[src/rtl/mem_port_arbiter.sv]
// Two-requester memory port arbiter: fetch (IF) and memory-access (MA) share one
// synchronous memory port; MA has priority with a starvation escape for IF.
module mem_port_arbiter (
  input  logic        clk,
  input  logic        rst,
  input  logic        if_req,
  input  logic [15:0] if_addr,
  output logic        if_gnt,
  output logic        if_stall,
  output logic        if_rvalid,
  output logic [15:0] if_rdata,
  input  logic        ma_req,
  input  logic        ma_we,
  input  logic [15:0] ma_addr,
  input  logic [15:0] ma_wdata,
  output logic        ma_gnt,
  output logic        ma_rvalid,
  output logic [15:0] ma_rdata,
  output logic [15:0] to_mem_addr,
  output logic [15:0] core_to_mem_data,
  output logic        core_to_mem_write_enable,
  input  logic [15:0] from_mem_data
);

  typedef enum logic [1:0] {
    TAG_NONE  = 2'd0,
    TAG_IF_RD = 2'd1,
    TAG_MA_RD = 2'd2,
    TAG_MA_WR = 2'd3
  } tag_t;

  logic [1:0] starve_cnt;
  tag_t       tag_s1;
  tag_t       tag_s2;
  tag_t       grant_tag;
  logic       if_win;

  // IF wins alone, or when MA has beaten it three times in a row.
  assign if_win   = if_req && (!ma_req || starve_cnt == 2'd3);
  assign if_gnt   = !rst && if_win;
  assign ma_gnt   = !rst && ma_req && !if_win;
  assign if_stall = !rst && if_req && !if_win;

  always_comb begin
    grant_tag = TAG_NONE;
    if (if_gnt)
      grant_tag = TAG_IF_RD;
    else if (ma_gnt)
      grant_tag = ma_we ? TAG_MA_WR : TAG_MA_RD;
  end

  // Stage 2 holds the owner of the data returned in the previous cycle,
  // so the valid pulses are a direct decode of that register.
  assign if_rvalid = (tag_s2 == TAG_IF_RD);
  assign ma_rvalid = (tag_s2 == TAG_MA_RD);

  always_ff @(posedge clk) begin
    if (rst) begin
      starve_cnt               <= 2'd0;
      tag_s1                   <= TAG_NONE;
      tag_s2                   <= TAG_NONE;
      to_mem_addr              <= 16'h0000;
      core_to_mem_data         <= 16'h0000;
      core_to_mem_write_enable <= 1'b0;
      if_rdata                 <= 16'h0000;
      ma_rdata                 <= 16'h0000;
    end else begin
      if (!if_req || if_gnt)
        starve_cnt <= 2'd0;
      else if (ma_gnt && starve_cnt != 2'd3)
        starve_cnt <= starve_cnt + 2'd1;

      tag_s1 <= grant_tag;
      tag_s2 <= tag_s1;

      if (if_gnt)
        to_mem_addr <= if_addr;
      else if (ma_gnt)
        to_mem_addr <= ma_addr;

      if (grant_tag == TAG_MA_WR)
        core_to_mem_data <= ma_wdata;
      core_to_mem_write_enable <= (grant_tag == TAG_MA_WR);

      if (tag_s1 == TAG_IF_RD)
        if_rdata <= from_mem_data;
      if (tag_s1 == TAG_MA_RD)
        ma_rdata <= from_mem_data;
    end
  end

endmodule

[config.mk]
export PLATFORM = sky130hd
export DESIGN_NAME = mem_port_arbiter
export DESIGN_NICKNAME = d
export VERILOG_FILES = /design/src/rtl/mem_port_arbiter.sv
export SDC_FILE = /design/constraint.sdc
export NUM_CORES = 1
export LEC_CHECK = 0
export CAP_MARGIN = 20
export CORE_ASPECT_RATIO = 1.2
export CORE_MARGIN = 4
export CORE_UTILIZATION = 23
export CTS_CLUSTER_SIZE = 10
export DETAILED_ROUTE_END_ITERATION = 10
export PLACE_DENSITY_LB_ADDON = 0.2
export RECOVER_POWER = 100
export SLEW_MARGIN = 15
export SYNTH_ARGS = -nofsm -noshare
export SYNTH_HDL_FRONTEND = slang
export SYNTH_SLANG_ARGS = --single-unit
export TNS_END_PERCENT = 100
[constraint.sdc]
create_clock -name clk -period 3.9 [get_ports clk]
set_input_delay 0.585 -clock clk [delete_from_list [all_inputs] [get_ports clk]]
set_output_delay 0.585 -clock clk [all_outputs]
set_load 0.01 [all_outputs]
[Word level (Yosys, flattened, before mapping)]
Index checks and enable logic that the tools add are counted.
Word-level totals
  register bits after elaboration: 71
  input bits: 69
  output and inout bits: 70
  word-level logic and storage cells: 36
Cells by class
  add/sub/neg operators: 1
  equality and inequality tests: 7
  multiplexer cells: 5
  reductions and logical operators: 15
Operators by type and width (number)
  $mux 16: 2
  $eq 2x2->1 const B: 4
  $logic_and 1x1->1: 7
  $eq 2x1->1 const B: 2
  $logic_not 1->1: 4
  $mux 2: 2
  $add 2x1->2 const B: 1
  $logic_or 1x1->1: 2
  $ne 2x2->1 const B: 1
  $reduce_bool 2->1: 1
  $reduce_or 2->1: 1
  $mux 1: 1

[Logic depth before layout (Yosys ltp)]
  depth in word-level cells: 8
  mapped depth: 7
  mapped depth without buffers: 4

[Worst setup path after synthesis]
OpenSTA, ideal clock, no wires.
  path kind: input to output
  start: input if_req
  end: output if_stall
  arrival time: 1220 ps
  required time: 3315 ps
  slack: 2095 ps
  stages on the path: 3
  path through: buf_2 -> clkbuf_1 -> and3b_1
On the way
  cells in the longest elaborated chain, start to end: 3
  elaborated cells between the ends (all ways): 4
  classes of those cells: reduce/logical (4)
Ends and longest elaborated chain
  from (decl): line 6  | input logic if_req,
  $logic_and 1x1->1: line 39  | assign if_win = if_req && (!ma_req || starve_cnt == 2'd3);
  $logic_not 1->1: line 42  | assign if_stall = !rst && if_req && !if_win;
  $logic_and 1x1->1 *: line 42
  to (decl): line 9  | output logic if_stall,
Mark *: on every way between the ends. The rest lies on a longest branch, timed or not.

[Worst setup path after layout]
  start: input if_req
  end: output if_gnt
On the way
  cells in the longest elaborated chain, start to end: 2
Ends and longest elaborated chain
  $logic_and 1x1->1: line 39
  $logic_and 1x1->1: line 40  | assign if_gnt = !rst && if_win;
  to (decl): line 8  | output logic if_gnt,
Every way passes these cells.

==> results.cfg <==
[outcome]
outcome = complete, no violations

[power_and_ir_drop]
switchingPower_mw = 0.412
peakVddDrop_v = 0.000219
p_int_mw = 1.46
powerDensity_mw_per_mm2 = 412
power_frac_seq = 0.420
combPwrFrac = 0.135
p_leak_nw = 1.93
clkPwrFrac = 0.445
switching_share = 0.220

[cts]
cts-buffers-inserted = 9
ctsResizeCount = 0
clock_latency_ns = 0.32
cts_tree = done
cts.clk_slew.worst_paths_ns = 0.05
cts_hold_repair.buffers = 0
cts_sinks = 71
h-tree-depth = 3
post_cts_buffers = 0
clockBufferDepth = 2
cts_root_buf = clkbuf_16

[logic_synthesis]
synthesis.nets = 364
yosysWarnings = 0
ys_async_sr_fraction = 0
yosys.area.top_type_share = 0.519
ys_seq_elements = 71
yosysTopAreaCell = dfxtp_1
ys_types = 23
synth_common_cells = dfxtp_1 (71), nand2_1 (65), a21oi_1 (32), nor2b_1 (24), inv_1 (17)
synthFlopType = dfxtp_1
synth.cell_area_mm2 = 0.00274
syn_avg_cell_area_um2 = 9.31
synthTopCellsByArea = dfxtp_1 (52%), nand2_1 (8.9%), a21oi_1 (5.9%)
yosysMostFrequentCell = dfxtp_1
syn_inst = 294
synth-seq-area-share = 0.519
synth_edf_count = 0

[floorplanning]
ioPinCount = 139
initial_core_util = 0.235
core_mm2 = 0.0116
fp.dieH_um = 127
rows = 43
die_w_um = 108
dieArea_mm2 = 0.0137

[place]
hpwl_um = 5800
place_ws_ns = 1.20
gp_congestion = 0.710
dp.cells = 570
placement.io_buffers = 138

[detailed_routing]
route.detailed.wl_per_inst_um = 14.0
drc = 0
ant_nets = 0
dr.pass1.iters = 4
wirelength_um = 8250
drtIter0Drc = 62
route.vias.total = 2518
routed_via_density = 4.29

[grt]
grt_max_degree = 68
antenna_found_initial = 0
gr-total-overflow = 0
grt.total_usage = 0.122
grt_pass1_wl_um = 13100
grt_pass1_vias = 2545

[sta]
timing.hold.ws_ns = 0.431
hold_viol = 0
final_max_slew_viol_count = 0
maxClockFrequency_mhz = 312
slew_headroom = 0.448
fin_crit_sh = 0.823
fin_ws_ns = 0.690
fin_crit_ns = 3.21
skew_ns = 0.00308
rsz0062_at_grt = no
worstMarginPinSlew_ns = 0.829
setup_viol = 0
finalSetupTns_ns = 0

[critical_path]
endpoint_kind = primary output
crit_path_frequent_cell = dlygate4sd3_1
criticalPathCategory = input pin to primary output
crit_fanout = 20
slowest_stage = clkbuf_1
cp_top_family = buffers and inverters
path_buf_inv = 3
cp-start-kind = input pin
cp.required_ns = 3.31
cpPeakStageDelay_ns = 0.62
crit_chain = dlygate4sd3_1, clkbuf_1, o211a_1, dlygate4sd3_1
cp.arrival_ns = 2.62

[finish]
drive_gt1_frac = 0.0721
multi_input_area_mm2 = 0.00112
nets = 495
num-fill-cells = 1211
fin_cells = 587
seqCellArea_mm2 = 0.00142
area_growth_pct = 65.9
diodes = 0

[job]
max_cap_viol_count = 0

[min_path]
hold_class = register to register
## routing by layer
layer | track usage | up-vias | wire, um
li1 | - | 1266 | -
met1 | 0.152 | 1145 | 3600
met2 | 0.190 | 101 | 3750
met3 | 0.0531 | 6 | 806
met4 | 0.0379 | 0 | 86
met5 | 0 | - | 0
## layout make-up
cell class / count / share of cell area
clock buffer: 13 / 0.0595
clock inverter: 3 / 0.00882
multi-input combinational: 180 / 0.247
tap: 157 / 0.0433
sequential: 71 / 0.313
timing repair buffer: 145 / 0.314
inverter: 18 / 0.0149
## cell families (layout without fill, tap and decap cells)
family / count (synthesis) / after routing / share of synthesized area
and+or+nand+nor: 98 / 98 / 0.167
DFF: 71 / 71 / 0.519
AOI/OAI and AO/OA: 65 / 65 / 0.172
buffers and inverters: 43 / 179 / 0.0713
muxes: 16 / 16 / 0.0658
adders and majority gates: 1 / 1 / 0.00457
## sequential cells by signal (all words and copies together) (netlist names)
name / cells
if_rdata: 16
core_to_mem_data: 16
tag_s1: 2
starve_cnt: 2
to_mem_addr: 16
ma_rdata: 16
core_to_mem_write_enable: 1
tag_s2: 2
## placed cells by master, fill, tap and decap left out, drive strengths merged, types with 3 or more instances in the layout
| cell type | n |
|---|---|
| a2111oi | 16 |
| a21oi | 32 |
| a221o | 16 |
| and2 | 3 |
| buf | 5 |
| clkbuf | 16 |
| clkdlybuf4s50 | 68 |
| dfxtp | 71 |
| dlygate4sd3 | 69 |
| inv | 18 |
| mux2 | 16 |
| nand2 | 65 |
| nor2b | 24 |
## power groups by stage
stage          sequential [mW]  clock [mW]  combinational, mW
3_5_place_dp             0.802           0              0.270
2_1_floorplan            0.818           0             0.0831
5_1_grt                  0.792       0.903              0.276
4_1_cts                  0.788       0.864              0.271
6_report                 0.785       0.832              0.253
3_3_place_gp             0.802           0              0.269
## per-stage QoR
| step | instance area, um2 | util | power (mW) |
|---|---|---|---|
| 6_report | 4540 | 0.391 | 1.87 |
| 5_1_grt | 4540 | 0.391 | 1.97 |
| 4_1_cts | 4540 | 0.390 | 1.92 |
| 3_5_place_dp | 4230 | 0.364 | 1.07 |
| 3_3_place_gp | 4230 | 0.364 | 1.07 |
| 2_1_floorplan | 2740 | - | 0.901 |
## path summary, 6_finish.rpt
| check | end | startpoint | slack (ns) | depth (start not counted) |
|---|---|---|---|---|
| worst min register to register | starve_cnt[0] | starve_cnt[0] | 0.43 | 1 |
| worst max-delay path | if_gnt | if_req | 0.69 | 4 |
| worst max register to register | to_mem_addr[6] | starve_cnt[0] | 2.01 | 5 |
| worst min-delay path | starve_cnt[0] | starve_cnt[0] | 0.43 | 1 |
No activity file was read; power rests on OpenSTA's default activity.
